--- src/rtl/hamming_pkg.sv ---
// Shared types and helpers for the Hamming(7,4) receive stage.
// Contents: FSM state enum, codeword/nibble/syndrome typedefs, code-position
// bit indices, and pure functions for syndrome, correction and data extraction.
package hamming_pkg;

  typedef enum logic [1:0] {
    S_IDLE   = 2'd0,
    S_DECODE = 2'd1,
    S_UPDATE = 2'd2
  } state_e;

  typedef logic [6:0] codeword_t;
  typedef logic [3:0] nibble_t;
  typedef logic [2:0] syndrome_t;

  // Bit index inside codeword_t of code position k (position k lives at bit k-1).
  localparam int POS_P1 = 0;
  localparam int POS_P2 = 1;
  localparam int POS_D1 = 2;
  localparam int POS_P3 = 3;
  localparam int POS_D2 = 4;
  localparam int POS_D3 = 5;
  localparam int POS_D4 = 6;

  // Parity checks over positions 1,3,5,7 / 2,3,6,7 / 4,5,6,7.
  function automatic syndrome_t calc_syndrome(input codeword_t c);
    logic s1, s2, s3;
    s1 = c[POS_P1] ^ c[POS_D1] ^ c[POS_D2] ^ c[POS_D4];
    s2 = c[POS_P2] ^ c[POS_D1] ^ c[POS_D3] ^ c[POS_D4];
    s3 = c[POS_P3] ^ c[POS_D2] ^ c[POS_D3] ^ c[POS_D4];
    return {s3, s2, s1};
  endfunction

  // Flip the position named by the syndrome; syndrome 0 leaves the word intact.
  function automatic codeword_t correct_word(input codeword_t c, input syndrome_t s);
    codeword_t mask;
    if (s == 3'd0) begin
      mask = 7'd0;
    end else begin
      mask = 7'd1 << (s - 3'd1);
    end
    return c ^ mask;
  endfunction

  // Data nibble {d4,d3,d2,d1}.
  function automatic nibble_t extract_data(input codeword_t c);
    return {c[POS_D4], c[POS_D3], c[POS_D2], c[POS_D1]};
  endfunction

endpackage

--- src/rtl/button_debounce.sv ---
// Push-button conditioner: 2-flop synchronizer, stable-level debounce counter
// and rising-edge detector on the accepted level.
// Ports:
//   clk       - system clock
//   rst_n     - synchronous active-low reset
//   btn_raw   - raw asynchronous button input
//   btn_rise  - one-cycle registered pulse on each accepted 0->1 transition
module button_debounce #(
  parameter int DEBOUNCE_CYCLES = 500000
) (
  input  logic clk,
  input  logic rst_n,
  input  logic btn_raw,
  output logic btn_rise
);

  localparam int CNT_W = $clog2(DEBOUNCE_CYCLES + 1);
  localparam logic [CNT_W-1:0] CNT_MAX = CNT_W'(DEBOUNCE_CYCLES);

  logic [1:0]       sync_r;
  logic             cand_r;
  logic [CNT_W-1:0] cnt_r;
  logic             level_r;
  logic             rise_r;

  // Synchronizer, stable-level counter, accepted level and rise pulse.
  always_ff @(posedge clk) begin
    if (!rst_n) begin
      sync_r  <= 2'b00;
      cand_r  <= 1'b0;
      cnt_r   <= '0;
      level_r <= 1'b0;
      rise_r  <= 1'b0;
    end else begin
      sync_r <= {sync_r[0], btn_raw};
      // Any change of the synchronized level restarts the stability count.
      if (sync_r[1] != cand_r) begin
        cand_r <= sync_r[1];
        cnt_r  <= '0;
      end else if (cnt_r != CNT_MAX) begin
        cnt_r <= cnt_r + CNT_W'(1);
      end else begin
        cnt_r <= cnt_r;
      end
      // Candidate has been stable long enough: it becomes the accepted level.
      if ((sync_r[1] == cand_r) && (cnt_r == CNT_MAX)) begin
        level_r <= cand_r;
        rise_r  <= cand_r & ~level_r;
      end else begin
        level_r <= level_r;
        rise_r  <= 1'b0;
      end
    end
  end

  assign btn_rise = rise_r;

endmodule

--- src/rtl/hamming_rx_stage.sv ---
// Hamming(7,4) receive stage: captures a codeword, registers its syndrome,
// then publishes the single-bit-corrected nibble and error position. A separate
// debounced push-button path toggles the display-select output.
// Ports:
//   clk, rst_n      - clock, synchronous active-low reset
//   code_in         - received codeword (bit k-1 = code position k)
//   code_valid      - code_in valid; accepted only when code_ready is high
//   code_ready      - high only while idle
//   mode_btn        - raw display-mode button
//   corrected_data  - decoded nibble {d4,d3,d2,d1}
//   error_position  - syndrome (0 = no error)
//   error_flag      - error_position != 0
//   data_valid      - one-cycle pulse on each result update
//   switch_mode     - display select, 0 = data, 1 = error position
module hamming_rx_stage
  import hamming_pkg::*;
#(
  parameter int DEBOUNCE_CYCLES = 500000
) (
  input  logic       clk,
  input  logic       rst_n,
  input  logic [6:0] code_in,
  input  logic       code_valid,
  output logic       code_ready,
  input  logic       mode_btn,
  output logic [3:0] corrected_data,
  output logic [2:0] error_position,
  output logic       error_flag,
  output logic       data_valid,
  output logic       switch_mode
);

  state_e    state_r, next_state_s;
  codeword_t word_r;
  syndrome_t syndrome_r;
  logic      ready_r;
  nibble_t   data_r;
  syndrome_t pos_r;
  logic      flag_r;
  logic      valid_r;
  logic      mode_r;
  logic      accept_s;
  logic      btn_rise_s;

  assign accept_s = code_valid & ready_r;

  // Next-state logic for the capture/decode/update sequence.
  always_comb begin
    next_state_s = state_r;
    case (state_r)
      S_IDLE: begin
        if (accept_s) begin
          next_state_s = S_DECODE;
        end else begin
          next_state_s = S_IDLE;
        end
      end
      S_DECODE: next_state_s = S_UPDATE;
      S_UPDATE: next_state_s = S_IDLE;
      default:  next_state_s = S_IDLE;
    endcase
  end

  // Codeword datapath, FSM state and registered handshake/result outputs.
  always_ff @(posedge clk) begin
    if (!rst_n) begin
      state_r    <= S_IDLE;
      word_r     <= 7'd0;
      syndrome_r <= 3'd0;
      ready_r    <= 1'b0;
      data_r     <= 4'd0;
      pos_r      <= 3'd0;
      flag_r     <= 1'b0;
      valid_r    <= 1'b0;
    end else begin
      state_r <= next_state_s;
      // Ready is registered from the next state so it is low during reset.
      ready_r <= (next_state_s == S_IDLE);
      if ((state_r == S_IDLE) && accept_s) begin
        word_r <= code_in;
      end else begin
        word_r <= word_r;
      end
      if (state_r == S_DECODE) begin
        syndrome_r <= calc_syndrome(word_r);
      end else begin
        syndrome_r <= syndrome_r;
      end
      if (state_r == S_UPDATE) begin
        data_r  <= extract_data(correct_word(word_r, syndrome_r));
        pos_r   <= syndrome_r;
        flag_r  <= (syndrome_r != 3'd0);
        valid_r <= 1'b1;
      end else begin
        data_r  <= data_r;
        pos_r   <= pos_r;
        flag_r  <= flag_r;
        valid_r <= 1'b0;
      end
    end
  end

  button_debounce #(
    .DEBOUNCE_CYCLES(DEBOUNCE_CYCLES)
  ) u_debounce (
    .clk      (clk),
    .rst_n    (rst_n),
    .btn_raw  (mode_btn),
    .btn_rise (btn_rise_s)
  );

  // Display-select toggle on each accepted button press.
  always_ff @(posedge clk) begin
    if (!rst_n) begin
      mode_r <= 1'b0;
    end else begin
      mode_r <= mode_r ^ btn_rise_s;
    end
  end

  assign code_ready     = ready_r;
  assign corrected_data = data_r;
  assign error_position = pos_r;
  assign error_flag     = flag_r;
  assign data_valid     = valid_r;
  assign switch_mode    = mode_r;

endmodule

--- config.mk ---
export PLATFORM = sky130hd
export DESIGN_NAME = hamming_rx_stage
export DESIGN_NICKNAME = d
export VERILOG_FILES = /design/src/rtl/hamming_pkg.sv /design/src/rtl/button_debounce.sv /design/src/rtl/hamming_rx_stage.sv
export SDC_FILE = /design/constraint.sdc
export NUM_CORES = 1
export LEC_CHECK = 0
export CAP_MARGIN = 20
export CORE_MARGIN = 5
export CORE_UTILIZATION = 50
export DETAILED_ROUTE_END_ITERATION = 8
export DONT_BUFFER_PORTS = 1
export SYNTH_ARGS = -nofsm -noshare
export SYNTH_HDL_FRONTEND = slang
export SYNTH_SLANG_ARGS = --single-unit
--- constraint.sdc ---
create_clock -name clk -period 3.23 [get_ports clk]
set_input_delay 0.323 -clock clk [delete_from_list [all_inputs] [get_ports clk]]
set_output_delay 0.323 -clock clk [all_outputs]
set_load 0.03 [all_outputs]
**After elaboration in Yosys (flattened, before gate mapping)**

Cells that the tools add are included.

- Flip-flop bits (word level): 47
- Input bits: 11
- Output and inout bits: 11
- Word-level logic and storage cells: 52

- Add/sub/neg operators: 2
- Equality and inequality tests: 6
- Shifts and indexed selects: 1
- Multiplexer cells: 6
- Bitwise operators: 15
- Reductions and logical operators: 8

Operator list:

| kind | number |
|---|---|
| $mux 7 | 3 |
| $add 19x1->19 const B | 1 |
| $eq 19x19->1 const B | 1 |
| $ne 19x19->1 const B | 1 |
| $xor 1x1->1 | 10 |
| $shl 1x3->7 const A | 1 |
| $xor 7x7->7 | 1 |
| $logic_not 2->1 | 2 |
| $pmux 2 s2 | 1 |
| $logic_not 3->1 | 1 |
| $reduce_bool 3->1 | 1 |
| $sub 3x1->3 const B | 1 |
| $and 1x1->1 | 2 |
| $eq 2x1->1 const B | 1 |
| $eq 2x2->1 const B | 1 |
| $logic_and 1x1->1 | 2 |
| $mux 1 | 2 |
| $not 1->1 | 2 |
| $reduce_and 2->1 | 1 |
| $reduce_or 2->1 | 1 |
| $eq 1x1->1 | 1 |
| $ne 1x1->1 | 1 |

**Logic depth before layout (Yosys ltp)**

Gate-level depths: netlist (run 1).

- Depth in word-level cells: 6
- Mapped depth: 6

**By module**

A second synthesis (run 1) with hierarchy kept.

- Cell total of the unflattened synthesis: 219
- Area, all modules: 2078.2 um^2

Modules (own cells, without submodules):

| module | instances | cells each | area an instance (um^2) | sequential area each (um^2) |
|---|---|---|---|---|
| button_debounce | 1 | 127 | 1116.1 | 480.5 |
| hamming_rx_stage | 1 | 92 | 962.2 | 460.4 |

**Worst setup path before layout (run 1)**

OpenSTA, ideal clock, no wires.

- Kind: reg2reg
- From: register u_debounce.cnt_r[3]
- To: register u_debounce.cnt_r[18]
- Library setup time: 0.070 ns
- Arrival time: 1.857 ns
- Data required time: 3.160 ns
- Slack: 1.302 ns
- Stages on the path, launching flop included: 6
- Buffers on the path: 1
- Cells stage by stage: dfxtp_1 -> nand4_4 -> or4_1 -> buf_2 -> or4_1 -> a21oi_1

- Longest elaborated chain between the ends: 1
- Elaborated cells on any way between the ends: 2
- Those cells by class: 1 x add/sub; 1 x eq/ne

Ends and longest elaborated chain:

| item | RTL line | source |
|---|---|---|
| from (decl) | button_debounce.sv:22 | `logic [CNT_W-1:0] cnt_r;` |
| from (signal assigned) | button_debounce.sv:41 | `cnt_r <= cnt_r + CNT_W'(1);` |
| from (signal assigned) | button_debounce.sv:43 | `cnt_r <= cnt_r;` |
| $add 19x1->19 or $ne 19x19->1 (tied branches) | button_debounce.sv:41, button_debounce.sv:40 |  |

Several ways; a longest one is shown, not always the timed one.
A chain may end at the register's enable or synchronous reset.

**Worst setup path in the final report (run 1)**

- From: register u_debounce.cnt_r[4]
- To: register u_debounce.cnt_r[18]

The elaborated chain is that of the path after synthesis.

==> reports/qor.yml, run 1 <==
run_status:
  status: "finished clean"
sta:
  clock_skew_ns: 0.00240
  hold_viol_final: 0
  finalCritPeriodShare_pct: 65.5
  tns_ns: 0
  clock.fmax_mhz: 472
  finalSetupViolations: 0
  fin_ws_ns: 1.11
  grt_setup_unrepaired: "false"
  maxSlewHeadroom_pct: 38.0
  period_needed_ns: 2.12
  worstMarginPinSlew_ns: 0.928
  maxSlewViolCount: 0
synth:
  synthesis.nets: 242
  ys_top_cells_by_area: "dfxtp_1 47%, xnor2_1 7.0%, nor2_1 4.7%"
  synthesis.area_sq_um: 2000
  ys_seq_elements: 47
  synth_warnings: 0
  synth_edf_count: 0
  syn_inst: 229
  synth_top_area_share_pct: 46.9
  synth_ff_type: "dfxtp_1"
  avgSynthCellArea_sq_um: 8.75
  synth_seq_area_share_pct: 46.9
  synth_largest_area_cell: "dfxtp_1"
  ys_async_sr_fraction_pct: 0
  yosysUniqueCellTypes: 34
floorplan:
  start_util_pct: 50.8
  ios: 22
  die_w_um: 73.3
  die_area_sq_um: 5380
  core_area_sq_um: 3940
  placementRows: 23
  die_h_um: 73.3
route:
  viasPerCell: 5.50
  drtIter0Drc: 76
  routed_wirelength_um: 3910
  drc: 0
  wire_per_inst_um: 14.1
  first_pass_iters: 4
  vias: 1530
  postRouteAntennaNets: 0
power:
  p_sw_uw: 250
  vdd_drop_max_v: 0.000241
  intPower_uw: 928
  combPwrFrac_pct: 4.9
  p_sw_share_pct: 21.2
  clock_power_share_pct: 42.7
  p_leak_nw: 0.688
  power.density_nw_per_um2: 543
  seq_power_share_pct: 52.4
setup_path:
  end_kind: "flop"
  crit_path_start: "u_debounce.cnt_r[4]"
  worstPathArrival_ns: 2.35
  path_class: "flop to flop"
  slowest_delay_ns: 0.69
  startpoint_type: "flop"
  crit_path_top_delay_cell: "or4_1"
  crit_chain: "nand4_4 > or4_1 > or4_1 > a21oi_1"
  crit_fanout: 10
  cpMostUsedCell: "or4_1"
  r2r_start: "u_debounce.cnt_r[4]"
  required_ns: 3.46
clock_network:
  cts_tree: "yes"
  clock_latency_ns: 0.30
  clkTransAtPathRegs_ns: 0.08
  clock-sinks: 47
  cts-buffers-inserted: 5
  h-tree-depth: 2
  root_buffer: "clkbuf_8"
  post_cts_buffers: 0
  cts_buffer_depth: 2
  cts-resized-gates: 0
  cts_hold_buf: 0
placed_design:
  dp.cells: 270
  portBuffers: 0
  dp_hpwl_um: 2820
  place_area_sq_um: 2040
  post-place-ws_ns: 1.16
  gp_congestion: 0.801
run:
  drv_cap: 0
grt:
  grt_overflow: 0
  grt_pass1_vias: 1501
  grt_pass1_wl_um: 6800
  grt_usage_pct: 16.4
  grt_max_degree: 22
  antenna_found_initial: 0
finish:
  antenna_cells: 0
  area_growth_pct: 8.18
  nets: 240
  layout-drive-gt1-share_pct: 4.82
  stdcell_count: 278
  fin_area_sq_um: 2170
  num-fill-cells: 368
hold_path:
  hold_class: "input pin to flop"
  hp-start: "rst_n"
## logic make-up after synthesis
kind of cell,Yosys count,share of synthesized area [%]
xor gates and xnor gates,22,9.61
adders and majority gates,2,1.25
muxes,3,1.50
AOI/OAI and AO/OA,40,11.5
DFF,47,46.9
buffers and inverters,14,2.68
and+or+nand+nor,101,26.5
## registers in the layout (all words and copies together), names as in the netlist
register and count:
state_r 2, switch_mode 1, u_debounce.btn_rise 1, u_debounce.sync_r 2, data_valid 1, error_position 3
corrected_data 4, u_debounce.cnt_r 19, u_debounce.level_r 1, syndrome_r 3, code_ready 1, error_flag 1
word_r 7, u_debounce.cand_r 1
## per-layer routing
metal,track usage [%],up-vias,share of wire (%)
met5,0,-,0
met4,6.64,0,2.1
met3,5.34,10,6.3
met2,24.7,45,44
met1,21.6,689,47
li1,-,786,-
## cells in the final DEF, fill, tap and decap left out, types with 2 or more instances in the layout
master     Yosys  final
a211oi_1       7      7
xnor2_1       16     16
a21oi_1       17     17
and2_1         8      8
nor2b_1        3      3
nor4b_1        2      2
nand3b_1       3      3
o31ai_1        3      3
o21ai_1        4      5
xor2_1         6      6
dfxtp_1       47     47
nor2_1        25     25
bufinv_16      0      2
nand3_1       11     11
clkbuf_8       0      5
o21ai_0        7      6
or4_1          6      6
nand4_1        2      2
nor3_1         5      5
or3_1          2      2
nand2_1       24     24
nor4_1         3      3
ha_1           2      2
mux2i_1        3      3
inv_1          4      4
## path summary, 6_finish.rpt
path	endpoint	slack, ns	cells past startpoint
worst max register to register	u_debounce.cnt_r[18]	1.11	4
worst min-delay path	data_valid	0.14	1
worst min register to register	u_debounce.sync_r[1]	0.47	1
worst max-delay path	u_debounce.cnt_r[18]	1.11	4
## stage by stage
step | util (%) | power [mW] | hold WS, ns
floorplan | - | 0.675 | 0.406
global placement | 51.6 | 0.686 | 0.426
detailed placement | 51.6 | 0.690 | 0.448
CTS | 55.0 | 1.19 | 0.133
global route | 55.0 | 1.22 | 0.137
finish | 55.0 | 1.18 | 0.144
## cell usage after synthesis, types with 3 or more instances
library cell  count
a211oi_1          7
a21oi_1          17
and2_1            8
clkbuf_1          9
dfxtp_1          47
inv_1             4
mux2i_1           3
nand2_1          24
nand3_1          11
nand3b_1          3
nor2_1           25
nor2b_1           3
nor3_1            5
nor4_1            3
o21ai_0           7
o21ai_1           4
o31ai_1           3
or4_1             6
xnor2_1          16
xor2_1            6
## power groups by stage
stage	logic (mW)	registers, mW	clock network, mW
floorplan	0.0493	0.626	0
global placement	0.0565	0.630	0
detailed placement	0.0591	0.631	0
CTS	0.0593	0.617	0.514
global route	0.0674	0.620	0.535
finish	0.0583	0.617	0.503
## critical path: cells and delay by family (launching register included)
| kind | cells | cell delay [ns] |
|---|---|---|
| and+or+nand+nor | 3 | 1.43 |
| DFF | 1 | 0.47 |
| AOI/OAI and AO/OA | 1 | 0.15 |
## cell type report
cell class	count	area [sq um]	share of cell area, %
Multi-Input combinational cell	168	1010	46.6
Timing Repair Buffer	1	7.51	0.346
Inverter	4	15.0	0.692
Sequential cell	47	941	43.4
Clock inverter	2	60.1	2.77
Clock buffer	6	72.6	3.35
Tap cell	50	62.6	2.89
No activity file was read; power rests on OpenSTA's default activity.
==> inputs of run 2 (changes only) <==
Clock period 3.23 ns to 2.17 ns, I/O delays scaled along.
==> reports/qor.yml, run 2 (same netlist as run 1, synthesis figures left out) <==
grt:
  grt_usage_pct: 15.5  # -0.83 points
  grt_pass1_vias: 1422  # -5.3%
  grt_overflow: 0  # unchanged
  grt_max_degree: 22  # unchanged
  antenna_found_initial: 0  # unchanged
  grt_pass1_wl_um: 6510  # -4.3%
floorplan:
  ios: 22  # unchanged
  die_h_um: 73.3  # unchanged
  placementRows: 23  # unchanged
  start_util_pct: 50.8  # unchanged
  die_area_sq_um: 5380  # unchanged
  die_w_um: 73.3  # unchanged
  core_area_sq_um: 3940  # unchanged
setup_path:
  reg2reg_depth: 4  # unchanged
  r2r_slack_ns: 0.20  # -0.91 ns
  required_ns: 2.40  # -1.06 ns
  timing.rr.end: "u_debounce.cnt_r[18]"
  slowest_delay_ns: 0.65  # -0.04 ns
  r2r_start: "u_debounce.cnt_r[4]"
  path_depth: 4  # unchanged
  crit_chain: "nand4_4 > or4_1 > or4_1 > a21oi_1"
  critPathBufInv: 0  # unchanged
  cpLargestDelayFamily: "simple AND/OR/NAND/NOR gates"
  cpMostUsedCell: "or4_1"
  end_kind: "flop"
  startpoint_type: "flop"
  crit_path_top_delay_cell: "or4_1"
  path_class: "flop to flop"
  worstPathArrival_ns: 2.20  # -0.15 ns
  crit_fanout: 8  # -2
power:
  power.density_nw_per_um2: 764  # +41%
  p_leak_nw: 0.699  # +1.6%
  vdd_drop_max_v: 0.000396  # +64%
sta:
  worstMarginPinSlew_ns: 0.640  # -0.287 ns
  tns_ns: 0  # unchanged
  finalCritPeriodShare_pct: 90.8  # +25 points
  hold_viol_final: 0  # unchanged
  maxSlewViolCount: 0  # unchanged
  maxSlewHeadroom_pct: 57.3  # +19 points
  grt_setup_unrepaired: "false"
  clock_skew_ns: 0.00318  # +0.000784 ns
  finalSetupViolations: 0  # unchanged
  period_needed_ns: 1.97  # -0.146 ns
  clock.fmax_mhz: 507  # +7.4%
  whs_ns: 0.0351  # -0.109 ns
clock_network:
  cts-buffers-inserted: 5  # unchanged
  clkTransAtPathRegs_ns: 0.08  # about the same
  root_buffer: "clkbuf_8"
  clock-sinks: 47  # unchanged
  h-tree-depth: 2  # unchanged
  post_cts_buffers: 0  # unchanged
  cts-resized-gates: 0  # unchanged
  clock_latency_ns: 0.30  # about the same
  cts_buffer_depth: 2  # unchanged
  cts_hold_buf: 0  # unchanged
  cts_tree: "yes"
finish:
  area_growth_pct: 8.55
  nets: 243  # +1.3%
  multi_input_area_sq_um: 1010  # unchanged
  regMostFlops: "u_debounce.cnt_r"
  layout-drive-gt1-share_pct: 6.49  # +1.7 points
  seqCellArea_sq_um: 941  # unchanged
  stdcell_count: 281  # +1.1%
  largest_reg_flops: 19  # unchanged
  final_util_pct: 55.2  # +0.19 points
  mostFrequentLayoutCells: "47 x dfxtp_1, 25 x nor2_1, 24 x nand2_1"
  layout_commonest_cell: "dfxtp_1"
  num-fill-cells: 366  # -0.54%
  antenna_cells: 0  # unchanged
run_status:
  status: "finished clean"
route:
  postRouteAntennaNets: 0  # unchanged
  drc: 0  # unchanged
  wire_per_inst_um: 13.5  # -4.3%
  drtIter0Drc: 70  # -7.9%
  viasPerCell: 5.44  # -1.1%
  vias: 1530  # unchanged
  first_pass_iters: 5  # +1
  routed_wirelength_um: 3780  # -3.3%
hold_path:
  hp-start: "rst_n"
  hold_end: "data_valid"
  whs_path_depth: 1  # unchanged
  hold_class: "input pin to flop"
placed_design:
  dp.cells: 273  # +1.1%
  portBuffers: 0  # unchanged
  gp_congestion: 0.775  # -3.3%
  dp_hpwl_um: 2740  # -2.8%
run:
  drv_cap: 0  # unchanged
## run 2: cell count changes in the layout (fill, tap and decap cells not counted), sizes merged
cell,change
buf,+3
bufinv,-1
clkinv,+1
## run 2: worst register-to-register path: cells and delay by family (launching register included)
| family | cells | cell delay [ns] |
|---|---|---|
| and+or+nand+nor | 3 | 1.32 |
| AOI/OAI and AO/OA | 1 | 0.15 |
| DFF | 1 | 0.45 |
## run 2: per-stage QoR
stage | setup WS (ns) | total power, mW | cell area [sq um]
after floorplan | 0.242 | 1.01 | 2000
after CTS | 0.201 | 1.69 | 2180
after global routing | 0.0585 | 1.73 | 2180
after global placement | 0.255 | 1.02 | 2060
final | 0.199 | 1.66 | 2180
after detailed placement | 0.211 | 1.03 | 2060
## run 2: metal layers
| metal | vias to the layer above | share of wire [%] | track usage, % |
|---|---|---|---|
| li1 | 794 | - | - |
| met1 | 695 | 51 | 20.9 |
| met3 | 8 | 5.3 | 4.92 |
| met5 | - | 0 | 0 |
| met4 | 0 | 1.9 | 4.83 |
| met2 | 33 | 42 | 23.8 |
## run 2: worst max-delay path by stage
stage | startpoint | endpoint
global route | u_debounce.cnt_r[7] | u_debounce.cnt_r[18]
detailed placement | u_debounce.cnt_r[3] | u_debounce.cnt_r[18]
floorplan | u_debounce.cnt_r[3] | u_debounce.cnt_r[18]
global placement | u_debounce.cnt_r[3] | u_debounce.cnt_r[18]
finish | u_debounce.cnt_r[4] | u_debounce.cnt_r[18]
CTS | u_debounce.cnt_r[3] | u_debounce.cnt_r[18]
## run 2: cell type report
type	count	share of cell area [%]
repair buffers	4	1.38
inverters	4	0.690
clock buffers	6	3.80
multi-input cells	168	46.4
flip-flops and latches	47	43.2
well taps	50	2.88
clock inverters	2	1.61
## run 2: power breakdown
part	total, mW	switching (mW)	leakage [nW]	internal, mW
Clock	0.658	0.285	0.0612	0.373
Combinational	0.0866	0.0489	0.256	0.0377
Sequential	0.919	0.0347	0.381	0.884
Total	1.66	0.369	0.699	1.29
==> RTL edit (settings of run 1) <==
The 3 states of `state_e` get a one-hot encoding in 3 bits.
--- a/src/rtl/hamming_pkg.sv
+++ b/src/rtl/hamming_pkg.sv
@@ -3,10 +3,10 @@
 // bit indices, and pure functions for syndrome, correction and data extraction.
 package hamming_pkg;
 
-  typedef enum logic [1:0] {
-    S_IDLE   = 2'd0,
-    S_DECODE = 2'd1,
-    S_UPDATE = 2'd2
+  typedef enum logic [2:0] {
+    S_IDLE   = 3'b001,
+    S_DECODE = 3'b010,
+    S_UPDATE = 3'b100
   } state_e;
 
   typedef logic [6:0] codeword_t;
Function: same outputs for any inputs over 10 cycles, from zero or initial values and one cycle with rst_n low; not proved beyond that.
==> RTL edit against run 1 <==
Sequential share of layout area grew 0.29 points; sequential cell count up 1; wire length rose by 3.3%; clock power is 27% lower; count of clock-buffer cells in the layout grew 2; worst setup slack improved by 0.36 ns; design area rose by 1.4%; combinational power fell by 6.2%; total power down 12%; global-route usage rose by 0.062 points; synthesized area up 3.1%; maximum frequency rose by 20%.
==> RTL edit: results (changes against run 1) <==
stage,metric,value,unit,change
global_route,met1 Usage GRT,22.3,%,+0.71 points
setup_path,CP max FO,6,,-4
yosys,largest cells by area after synthesis,"dfxtp_1 (47%), nor2_1 (6.2%), xnor2_1 (5.5%), mux2i_1 (4.8%), xor2_1 (4.2%)",,
timing,Worst Tran Pin Value,0.943,ns,+0.0157 ns
setup_path,WP data arrival,1.96,ns,-0.39 ns
finish,ant diodes,0,,unchanged
global_route,vias in the first global route,1542,,+2.7%
finish,nonclk buf count,0,,-1
global_route,largest net degree at the start of global routing,25,,+14%
setup_path,"Largest stage delay, worst path",0.58,ns,-0.11 ns
global_route,met2 usage,24.7,%,about the same
setup_path,worst reg2reg startpoint,u_debounce.cnt_r[0],,
setup_path,CP max stage cell,nor4_1,,
setup_path,Setup crit end,u_debounce.btn_rise,,
cts,clk slew on worst S/H paths,0.08,ns,about the same
placement,DPL Wire Length,2950,um,+4.8%
drt,DR WL/cell,14.6,um,+4.0%
finish,# fillers,387,,+5.2%
drt,met3 WL,235,um,-4.5%
finish,multi-input logic area,1060,um2,+5.0%
yosys,Synth top cells by count,"dfxtp_1 (48), nor2_1 (34), nand2_1 (13), xnor2_1 (13), nand3_1 (11)",,
drt,DR iter-0 viols,46,,-39%
cts,CTS max path bufs,2,,unchanged
power,PwrDens,472,nW/um2,-13%
timing,worst hold slack,0.143,ns,-0.00132 ns
yosys,Post-Syn Area per Cell,9.26,um2,+5.8%
global_route,GRT Util Overall,16.4,%,+0.062 points
run_status,outcome,finished clean,,
placement,Final GP Congestion,0.812,,+1.3%
finish,sequential share of cell area,43.7,%,+0.29 points
timing,Tcrit/Tclk final,54.5,%,-11 points
finish,fin cells,276,,-0.72%
timing,Clock Skew,0.00978,ns,+0.00738 ns
finish,buffering overhead,0,%,-0.35 points
global_route,M3 GR Usage,5.95,%,+0.61 points
yosys,#FFs+latches synth,48,,+2.1%
setup_path,Worst Reg-to-Reg Cells,6,,+2
finish,Non-clk invs,7,,+3
finish,Multi-input comb cells,163,,-3.0%
drt,wl on met1,1940,um,+4.6%
finish,ratio of cells with drive above 1 in the final layout,4.87,%,+0.043 points
power,Max IR drop VDD,0.000259,V,+7.7%
global_route,first-pass GRT wire length,7090,um,+4.3%
power,leakage,0.766,nW,+11%
setup_path,critical path class,flip-flop to flip-flop,,
yosys,Synth cell types,38,,+12%
setup_path,R2R Setup Slk,1.47,ns,+0.36 ns
finish,CLK BUF,8,,+2
drt,metal2 WL,1850,um,+6.7%
## RTL edit: cell count changes after synthesis, moves of 4 or more
cell	run 1	this run
o21ai_1	4	0
or4_1	6	0
mux2i_1	3	10
nand2_1	24	13
xor2_1	6	10
and3_1	1	5
clkbuf_1	9	4
nor2_1	25	34
nand4_1	2	6
a21oi_1	17	5
## RTL edit: cell families after synthesis
family,after synthesis,share of synthesized area [%]
AO/OA/AOI/OAI,30,9.93
XOR/XNOR,23,9.75
adder cells (fa/ha/maj),2,1.21
buffers and inverters,12,2.18
flip-flops,48,46.5
multiplexers,10,4.85
AND/OR/NAND/NOR,98,25.6
## RTL edit: power breakdown
group          switching [mW]  leakage, nW  internal, mW  total (mW)
logic                  0.0306        0.332        0.0241      0.0547
clock network           0.191       0.0455         0.175       0.366
registers              0.0156        0.389         0.603       0.618
total                   0.237        0.766         0.802        1.04
